File: src/rtl/tm1637_pkg.sv
// ---------------------------------------------------------------------------
// tm1637_pkg
// Shared types and command bytes for the TM1637 display driver.
//   state_t      : serial-engine state encoding
//   frame_idx_t  : which frame of a refresh is being sent
//   CMD_*        : fixed TM1637 command bytes
//   disp_ctrl_byte() : builds the display-control command from on/brightness
// Optional feature macro: TM1637_KEYSCAN_EN (used by tm1637_driver).
// ---------------------------------------------------------------------------
package tm1637_pkg;

    typedef enum logic [2:0] {
        ST_IDLE,
        ST_START,
        ST_BIT,
        ST_ACK,
        ST_STOP,
        ST_NEXT
    } state_t;

    typedef enum logic [1:0] {
        FRAME_DATA,
        FRAME_ADDR,
        FRAME_DISP,
        FRAME_KEY
    } frame_idx_t;

    localparam logic [7:0] CMD_DATA_AUTO = 8'h40;
    localparam logic [7:0] CMD_ADDR0     = 8'hC0;
    localparam logic [7:0] CMD_DISP_BASE = 8'h80;
    localparam logic [7:0] CMD_KEY_READ  = 8'h42;

    // Display-control byte: bit 3 switches the display on, bits 2:0 set PWM level.
    function automatic logic [7:0] disp_ctrl_byte(input logic display_on,
                                                  input logic [2:0] brightness);
        return CMD_DISP_BASE | {4'b0000, display_on, brightness};
    endfunction

endpackage

File: src/rtl/tm1637_driver_tick.sv
// ---------------------------------------------------------------------------
// tm1637_tick
// Half-bit-period time base for the TM1637 serial engine.
// Ports:
//   clock, reset : system clock, synchronous active-high reset
//   clear        : restart the period (used when a refresh is accepted)
//   tick         : one-cycle pulse every HALF_PERIOD cycles
// ---------------------------------------------------------------------------
module tm1637_tick #(
    parameter int HALF_PERIOD = 250
) (
    input  logic clock,
    input  logic reset,
    input  logic clear,
    output logic tick
);

    localparam int CW = (HALF_PERIOD > 2) ? $clog2(HALF_PERIOD) : 1;

    logic [CW-1:0] count_q;
    logic [CW-1:0] count_d;

    // Tick fires on the last count of each period so the first tick after a
    // clear lands exactly HALF_PERIOD cycles later.
    always_comb begin
        tick    = (count_q == CW'(HALF_PERIOD - 1));
        count_d = count_q + 1'b1;
        if (clear || tick) begin
            count_d = '0;
        end
    end

    // Counter register, restarted by the synchronous reset.
    always_ff @(posedge clock) begin
        if (reset) begin
            count_q <= '0;
        end else begin
            count_q <= count_d;
        end
    end

endmodule

File: src/rtl/tm1637_driver.sv
// ---------------------------------------------------------------------------
// tm1637_driver
// Serial master for a TM1637 LED controller. A start pulse sends one full
// refresh: data command, address + digit bytes, display control.
// Ports:
//   clock, reset  : system clock, synchronous active-high reset
//   start         : refresh request, accepted only when idle
//   seg_data      : digit segment bytes, digit0 in [7:0] is sent first
//   brightness    : PWM level 0..7
//   display_on    : display enable bit of the control byte
//   busy, done    : transaction in progress / one-cycle end pulse
//   ack_err       : sticky, an ACK was sampled high during this refresh
//   key_code      : last key-scan byte (8'hFF when key scan is not built)
//   tm_clk        : TM1637 CLK, push-pull, idle high
//   tm_dio_oe     : 1 pulls DIO low, 0 releases it to the pull-up
//   tm_dio_in     : synchronised DIO readback
// Optional feature macro: TM1637_KEYSCAN_EN appends a key-read frame.
// ---------------------------------------------------------------------------
module tm1637_driver
    import tm1637_pkg::*;
#(
    parameter int HALF_PERIOD = 250,
    parameter int NUM_DIGITS  = 4
) (
    input  logic                    clock,
    input  logic                    reset,
    input  logic                    start,
    input  logic [8*NUM_DIGITS-1:0] seg_data,
    input  logic [2:0]              brightness,
    input  logic                    display_on,
    output logic                    busy,
    output logic                    done,
    output logic                    ack_err,
    output logic [7:0]              key_code,
    output logic                    tm_clk,
    output logic                    tm_dio_oe,
    input  logic                    tm_dio_in
);

`ifdef TM1637_KEYSCAN_EN
    localparam frame_idx_t LAST_FRAME = FRAME_KEY;
`else
    localparam frame_idx_t LAST_FRAME = FRAME_DISP;
`endif

    state_t                  state_q,  state_d;
    frame_idx_t              frame_q,  frame_d;
    logic [1:0]              phase_q,  phase_d;
    logic [2:0]              bit_cnt_q, bit_cnt_d;
    logic [2:0]              byte_idx_q, byte_idx_d;
    logic                    frame_end_q, frame_end_d;
    logic                    clk_q,    clk_d;
    logic                    oe_q,     oe_d;
    logic                    ack_err_q, ack_err_d;
    logic [8*NUM_DIGITS-1:0] seg_q,    seg_d;
    logic [2:0]              bright_q, bright_d;
    logic                    on_q,     on_d;
`ifdef TM1637_KEYSCAN_EN
    logic [7:0]              rx_q,     rx_d;
    logic [7:0]              key_code_q, key_code_d;
`endif

    logic       tick;
    logic       accept;
    logic       last_byte;
    logic       reading;
    logic [7:0] cur_byte;

    assign accept = (state_q == ST_IDLE) && start;

    tm1637_tick #(
        .HALF_PERIOD(HALF_PERIOD)
    ) u_tick (
        .clock(clock),
        .reset(reset),
        .clear(accept),
        .tick (tick)
    );

    // Byte currently on the wire, chosen from the frame and byte position.
    // Byte 0 of every frame is its command; address-frame bytes 1..N are digits.
    always_comb begin
        cur_byte = 8'h00;
        case (frame_q)
            FRAME_DATA: cur_byte = CMD_DATA_AUTO;
            FRAME_ADDR: begin
                cur_byte = CMD_ADDR0;
                for (int i = 0; i < NUM_DIGITS; i++) begin
                    if (byte_idx_q == 3'(i + 1)) begin
                        cur_byte = seg_q[i*8 +: 8];
                    end
                end
            end
            FRAME_DISP: cur_byte = disp_ctrl_byte(on_q, bright_q);
            default:    cur_byte = CMD_KEY_READ;
        endcase
    end

    // Frame length bookkeeping, and whether the current byte is read from the
    // slave rather than driven (only the second byte of the key frame).
    always_comb begin
        case (frame_q)
            FRAME_ADDR: last_byte = (byte_idx_q == 3'(NUM_DIGITS));
            FRAME_KEY:  last_byte = (byte_idx_q == 3'd1);
            default:    last_byte = (byte_idx_q == 3'd0);
        endcase
`ifdef TM1637_KEYSCAN_EN
        reading = (frame_q == FRAME_KEY) && (byte_idx_q == 3'd1);
`else
        reading = 1'b0;
`endif
    end

    // Next-state logic. Every line change waits for a tick; phase_q walks the
    // half-periods inside START (0..1), BIT/ACK (0..2) and STOP (0..3).
    // The last high-half cycle of a bit is the tick cycle that drops the clock,
    // which is where DIO is sampled for ACKs and key bits.
    always_comb begin
        state_d     = state_q;
        frame_d     = frame_q;
        phase_d     = phase_q;
        bit_cnt_d   = bit_cnt_q;
        byte_idx_d  = byte_idx_q;
        frame_end_d = frame_end_q;
        clk_d       = clk_q;
        oe_d        = oe_q;
        ack_err_d   = ack_err_q;
        seg_d       = seg_q;
        bright_d    = bright_q;
        on_d        = on_q;
`ifdef TM1637_KEYSCAN_EN
        rx_d        = rx_q;
        key_code_d  = key_code_q;
`endif

        case (state_q)
            ST_IDLE: begin
                clk_d = 1'b1;
                oe_d  = 1'b0;
                if (start) begin
                    seg_d       = seg_data;
                    bright_d    = brightness;
                    on_d        = display_on;
                    ack_err_d   = 1'b0;
                    frame_d     = FRAME_DATA;
                    byte_idx_d  = 3'd0;
                    bit_cnt_d   = 3'd0;
                    phase_d     = 2'd0;
                    frame_end_d = 1'b0;
                    state_d     = ST_START;
                end
            end

            ST_START: begin
                if (tick) begin
                    if (phase_q == 2'd0) begin
                        oe_d    = 1'b1;
                        phase_d = 2'd1;
                    end else begin
                        clk_d      = 1'b0;
                        phase_d    = 2'd0;
                        bit_cnt_d  = 3'd0;
                        byte_idx_d = 3'd0;
                        state_d    = ST_BIT;
                    end
                end
            end

            ST_BIT: begin
                if (tick) begin
                    case (phase_q)
                        2'd0: begin
                            oe_d    = reading ? 1'b0 : ~cur_byte[bit_cnt_q];
                            phase_d = 2'd1;
                        end
                        2'd1: begin
                            clk_d   = 1'b1;
                            phase_d = 2'd2;
                        end
                        default: begin
`ifdef TM1637_KEYSCAN_EN
                            if (reading) begin
                                rx_d[bit_cnt_q] = tm_dio_in;
                            end
`endif
                            clk_d   = 1'b0;
                            phase_d = 2'd0;
                            if (bit_cnt_q == 3'd7) begin
                                bit_cnt_d = 3'd0;
                                state_d   = ST_ACK;
                            end else begin
                                bit_cnt_d = bit_cnt_q + 3'd1;
                            end
                        end
                    endcase
                end
            end

            ST_ACK: begin
                if (tick) begin
                    case (phase_q)
                        2'd0: begin
                            oe_d    = 1'b0;
                            phase_d = 2'd1;
                        end
                        2'd1: begin
                            clk_d   = 1'b1;
                            phase_d = 2'd2;
                        end
                        default: begin
                            if (!reading && tm_dio_in) begin
                                ack_err_d = 1'b1;
                            end
                            clk_d   = 1'b0;
                            phase_d = 2'd0;
                            if (last_byte) begin
                                state_d = ST_STOP;
                            end else begin
                                frame_end_d = 1'b0;
                                state_d     = ST_NEXT;
                            end
                        end
                    endcase
                end
            end

            ST_STOP: begin
                if (tick) begin
                    case (phase_q)
                        2'd0: begin
                            oe_d    = 1'b1;
                            phase_d = 2'd1;
                        end
                        2'd1: begin
                            clk_d   = 1'b1;
                            phase_d = 2'd2;
                        end
                        2'd2: begin
                            oe_d    = 1'b0;
                            phase_d = 2'd3;
                        end
                        default: begin
`ifdef TM1637_KEYSCAN_EN
                            if (frame_q == FRAME_KEY) begin
                                key_code_d = rx_q;
                            end
`endif
                            phase_d     = 2'd0;
                            frame_end_d = 1'b1;
                            state_d     = ST_NEXT;
                        end
                    endcase
                end
            end

            ST_NEXT: begin
                phase_d   = 2'd0;
                bit_cnt_d = 3'd0;
                if (!frame_end_q) begin
                    byte_idx_d = byte_idx_q + 3'd1;
                    state_d    = ST_BIT;
                end else if (frame_q == LAST_FRAME) begin
                    state_d = ST_IDLE;
                end else begin
                    case (frame_q)
                        FRAME_DATA: frame_d = FRAME_ADDR;
                        FRAME_ADDR: frame_d = FRAME_DISP;
                        default:    frame_d = FRAME_KEY;
                    endcase
                    state_d = ST_START;
                end
            end

            default: state_d = ST_IDLE;
        endcase
    end

    // State register. Reset releases both lines immediately without a STOP.
    always_ff @(posedge clock) begin
        if (reset) begin
            state_q     <= ST_IDLE;
            frame_q     <= FRAME_DATA;
            phase_q     <= 2'd0;
            bit_cnt_q   <= 3'd0;
            byte_idx_q  <= 3'd0;
            frame_end_q <= 1'b0;
            clk_q       <= 1'b1;
            oe_q        <= 1'b0;
            ack_err_q   <= 1'b0;
            seg_q       <= '0;
            bright_q    <= 3'd0;
            on_q        <= 1'b0;
`ifdef TM1637_KEYSCAN_EN
            rx_q        <= 8'hFF;
            key_code_q  <= 8'hFF;
`endif
        end else begin
            state_q     <= state_d;
            frame_q     <= frame_d;
            phase_q     <= phase_d;
            bit_cnt_q   <= bit_cnt_d;
            byte_idx_q  <= byte_idx_d;
            frame_end_q <= frame_end_d;
            clk_q       <= clk_d;
            oe_q        <= oe_d;
            ack_err_q   <= ack_err_d;
            seg_q       <= seg_d;
            bright_q    <= bright_d;
            on_q        <= on_d;
`ifdef TM1637_KEYSCAN_EN
            rx_q        <= rx_d;
            key_code_q  <= key_code_d;
`endif
        end
    end

    // Status outputs. The NEXT cycle after the final STOP is the done cycle,
    // and busy drops in that same cycle.
    always_comb begin
        done = (state_q == ST_NEXT) && frame_end_q && (frame_q == LAST_FRAME);
        busy = (state_q != ST_IDLE) && !done;
    end

    assign tm_clk    = clk_q;
    assign tm_dio_oe = oe_q;
    assign ack_err   = ack_err_q;
`ifdef TM1637_KEYSCAN_EN
    assign key_code  = key_code_q;
`else
    assign key_code  = 8'hFF;
`endif

endmodule

File: config.mk
export PLATFORM = sky130hd
export DESIGN_NAME = tm1637_driver
export DESIGN_NICKNAME = d
export VERILOG_FILES = /design/src/rtl/tm1637_pkg.sv /design/src/rtl/tm1637_driver_tick.sv /design/src/rtl/tm1637_driver.sv
export SDC_FILE = /design/constraint.sdc
export NUM_CORES = 1
export LEC_CHECK = 0
export BUFFER_PORTS_ARGS = -buffer_cell sky130_fd_sc_hd__buf_2
export CAP_MARGIN = 20
export CORE_MARGIN = 8
export CORE_UTILIZATION = 59
export CTS_CLUSTER_DIAMETER = 120
export CTS_CLUSTER_SIZE = 16
export DETAILED_ROUTE_END_ITERATION = 16
export PLACE_DENSITY_LB_ADDON = 0.1
export SYNTH_ARGS = -nofsm -noshare
export SYNTH_HDL_FRONTEND = slang
export SYNTH_SLANG_ARGS = --single-unit
File: constraint.sdc
create_clock -name clock -period 3.6 [get_ports clock]
set_input_delay 0.36 -clock clock [delete_from_list [all_inputs] [get_ports clock]]
set_output_delay 0.36 -clock clock [all_outputs]
set_load 0.05 [all_outputs]
== After elaboration in Yosys (flattened, before gate mapping) ==
Cells that the tools add are included.
Widths: inputs -> output; s select.
Storage, ports and cells
  flip-flop bits (word level): 61
  input port bits: 40
  output and inout bits: 13
  logic and storage cells: 159
Operators by class
  order comparisons: 1
  equal/unequal tests: 38
  bitwise gates (word level): 1
  add/sub/neg operators: 3
  reduce and logical (&&, ||, !) cells: 33
  multiplexer cells: 70
Operators with widths (number)
  $mux 3: 17
  $ne 2x2->1 const B: 20
  $mux 8: 4
  $mux 1: 25
  $pmux 8 s3: 1
  $pmux 3 s6: 1
  $reduce_and 5->1: 3
  $mux 2: 7
  $reduce_and 7->1: 2
  $eq 3x2->1 const B: 4
  $eq 3x3->1 const B: 4
  $pmux 2 s2: 3
  $pmux 3 s4: 1
  $pmux 2 s5: 1
  $reduce_and 10->1: 1
  $reduce_bool 5->1: 2
  $pmux 3 s3: 1
  $reduce_and 9->1: 1
  $reduce_bool 3->1: 3
  $add 8x1->8 const B: 1
  $eq 8x8->1 const B: 1
  $pmux 1 s2: 4
  $reduce_bool 4->1: 2
  $add 3x1->3 const B: 2
  other kinds (23): 35

== Longest topological paths before layout ==
  word-level depth: 12
  gate-level depth with buffers: 9
  gate-level depth less buffers: 7

== By module ==
A second synthesis with hierarchy kept.
Unflattened totals
  cell total of the unflattened synthesis: 431
  area total of the unflattened synthesis: 3291.9 sq um
By module, submodules not included
  tm1637_driver: area an instance 2894.0 sq um, instances 1, seq. area each 1061.0 sq um, cells each 385
  tm1637_tick: area an instance 397.9 sq um, instances 1, seq. area each 160.2 sq um, cells each 46

== Worst setup path before layout ==
Ideal clock, no wire load.
  path type: register -> output
  start: register state_q[2]
  end: output busy
  cell stages (with the launch flop): 6
  buffers on the path: 2
  slack: 0.580 ns
  arrival time: 2.660 ns
  data required time: 3.240 ns
  cell sequence: dfxtp_1 buf_2 buf_1 nand3_1 nor3_1 nor2_1
Between the ends
  word-level cells in the longest chain between the ends: 5
  elaborated cells on any way between the ends: 6
  those cells by class: eq/ne (1); reduce/logical (5)
Ends and longest elaborated chain
  start, declared: line tm1637_driver.sv:46  | state_t state_q, state_d;
  start signal, assigned: line tm1637_driver.sv:298  | state_q <= state_d;
  $eq 3x3->1: line tm1637_driver.sv:320  | done = (state_q == ST_NEXT) && frame_end_q && (frame_q == LAST_FRAME);
  $logic_and 1x1->1 (2 in series): line tm1637_driver.sv:320
  net done: line tm1637_driver.sv:32  | output logic done,
  $logic_not 1->1: line tm1637_driver.sv:321  | busy = (state_q != ST_IDLE) && !done;
  $logic_and 1x1->1: line tm1637_driver.sv:321
  end, declared: line tm1637_driver.sv:31  | output logic busy,
The timed path passes the listed nets, and every way through them passes these cells.

== Final worst setup path ==
  start: register state_q[0]
  end: output done
Between the ends
  word-level cells in the longest chain between the ends: 3
Ends and longest elaborated chain (line)
  $eq 3x3->1: tm1637_driver.sv:320
  $logic_and 1x1->1 (2 in series): tm1637_driver.sv:320
  end, declared: tm1637_driver.sv:32
Every way passes these cells.

==> impl_metrics.ini <==
[status]
status = complete, no violations

[logic_synthesis]
ys_ff_latch = 61
synth_area_per_cell_um2 = 7.769
yosysUniqueCellTypes = 68
synth_warnings = 0
synthCells = 435
synth_area_mm2 = 0.003379
yosysSeqAreaShare_pct = 36.13
synth-edff-count = 0
synth_ff_type = dfxtp_1
async_reset_ff_share_pct = 0

[hold_path]
min_path_cells = 3
min_path_type = in -> reg

[timing]
finClkSkew_ps = 7.332
post-route-min-period_ps = 2515
rsz0062_at_grt = no
tightest_slew_ps = 807.3
period_share_pct = 69.87
setup_violations = 0
fin_setup_tns_ps = 0
fmax_mhz = 397.6
drv_slew = 0
finalHoldViolations = 0
relSlewSlack_pct = 46.11

[flow_run]
maxCapViolations = 0

[route]
post-route-drc-count = 0
avgViaCountPerCell = 5.866
drt_wl_total_mm = 8.531
initialDrtViolationCount = 270
routed-via-count = 3185
antenna_left = 0
drt-pass1-iter-count = 5
wl_per_cell_um = 15.71

[placed_design]
port_buffers = 44
placed_area_mm2 = 0.003552
dp_hpwl_mm = 5.987
gp_congestion = 0.8849

[setup_path]
critPathMaxFanout = 22
critical_path_arrival_ps = 2160
path_depth = 4
critPathBufInv = 1
required_ps = 3240
cp_slowest_stage_delay_ps = 780
slowest_stage = dfxtp_1
startpoint_type = flop
cp-end-kind = primary output
critical_path_class = reg -> out
r2r_cells = 7
crit_chain = nor2b_1, nand3_1, nor3_1, buf_2
regToRegSetupSlack_ps = 1190
crit_family = flip-flops

[floorplan]
fp.coreArea_mm2 = 0.005507
chipWidth_um = 91.69
start_util_pct = 61.37
io_pins = 53
fp.dieH_um = 91.69
rows = 27
dieArea_mm2 = 0.008406

[cts]
htree_levels = 3
insertion_delay_ps = 350
path_clk_slew_ps = 70
root_buffer = clkbuf_8
cts.sinks = 61
cts_tree = yes
post_cts_resized = 0
cts_made_buffers = 9
cts_buffer_depth = 2
hold_buffers = 0
postCtsSetupRepairBufs = 0

[layout]
multiInputGateArea_mm2 = 0.001946
area_growth_syn_to_layout_pct = 10.59
seq_area_mm2 = 0.001221
layout_commonest_cell = nand2_1
drive_gt1_share_pct = 15.92
nFillCells = 512
layout_common_cells = nand2_1, dfxtp_1, a21oi_1, buf_2, nor2_1
diodes = 0
final_cell_area_mm2 = 0.003737
final_net_count = 519

[pwr]
vdd_drop_max_uv = 310.4
powerDensity_mw_per_mm2 = 547.8
power_leakage_nw = 1.414

[grt]
grt_max_degree = 55
antenna_found_initial = 0
grt-ovfl-total = 0
grt_pass1_wl_mm = 13.98
track_usage_pct = 20.13
first_global_vias = 2922
-- report_power, final --
part	switching (W)	internal, W	leakage, nW
combinational	0.000386	0.000217	0.824
sequential	0.000106	0.000768	0.498
clock	0.000284	0.000287	0.0917
total	0.000776	0.00127	1.41
-- cells in the mapped netlist (3+ instances only) --
library cell,number,area share (%)
nand2_1,94,10
dfxtp_1,61,36
a21oi_1,60,8.9
nor2_1,20,2.2
ha_1,13,4.8
inv_1,13,1.4
nand3_1,12,1.8
clkbuf_1,11,1.2
nor3_1,11,1.6
buf_4,9,2.0
buf_2,8,1.2
nand2b_1,7,1.3
nand3b_1,7,1.6
a221oi_1,6,1.6
a31oi_1,6,1.1
mux2i_1,6,1.8
o21ai_0,6,0.89
o21ai_1,5,0.74
a2111oi_0,4,1.0
a21o_1,4,0.89
buf_1,4,0.44
nand4_1,3,0.56
nor3b_1,3,0.67
or3_1,3,0.56
xnor2_1,3,0.78
xor2_1,3,0.78
-- state kept, by name, summed over array words and instances (netlist names) --
| name | flops |
|---|---|
| seg_q | 32 |
| u_tick.count_q | 8 |
| bit_cnt_q | 3 |
| bright_q | 3 |
| byte_idx_q | 3 |
| state_q | 3 |
| frame_q | 2 |
| phase_q | 2 |
| ack_err | 1 |
| frame_end_q | 1 |
| on_q | 1 |
| tm_clk | 1 |
| tm_dio_oe | 1 |
-- through the flow --
step	utilization, %	total power, W	hold WS (ps)	std cells	setup slack (ps)
after floorplan	-	0.001342	432.0	442	579.8
after global placement	64.51	0.001465	440.5	527	1307
after detailed placement	64.51	0.001480	448.6	527	1246
after CTS	67.87	0.002045	239.1	543	1094
after global routing	67.87	0.002173	238.2	543	868.3
final	67.87	0.002047	242.2	543	1085
-- layer usage --
metal	GRT usage [%]	routed length (µm)	share of wire, %	up-vias
li1	-	-	-	1576
met1	27.68	4104	48	1449
met2	28.63	3604	42	138
met3	6.112	680	8.0	22
met4	7.640	142	1.7	0
met5	0	0	0	-
-- kinds of logic after synthesis --
logic type / count (synthesis) / synth area share [%]
DFF: 61 / 36.13
AOI/OAI and AO/OA: 116 / 21.59
xor gates and xnor gates: 6 / 1.555
muxes: 8 / 2.444
adders and majority gates: 13 / 4.813
and+or+nand+nor: 182 / 26.29
buffers and inverters: 48 / 7.071
other: 1 / 0.1110
-- cell type report --
class / count / area share (%)
Tap cell: 72 / 2.410
Timing Repair Buffer: 47 / 6.495
Clock buffer: 11 / 4.051
Multi-Input combinational cell: 333 / 52.06
Inverter: 14 / 1.406
Clock inverter: 5 / 0.9039
Sequential cell: 61 / 32.67
-- worst min-delay path, stage by stage --
cell,delay [ps]
buf_2,90
nand2_1,40
a21oi_1,50
-- final timing paths --
check                            endpoint     startpoint
worst min-delay path            seg_q[12]   seg_data[12]
worst min register to register  seg_q[29]      seg_q[29]
worst max register to register  tm_dio_oe  byte_idx_q[2]
worst max-delay path                 done     state_q[0]
No activity file was read; power rests on OpenSTA's default activity.
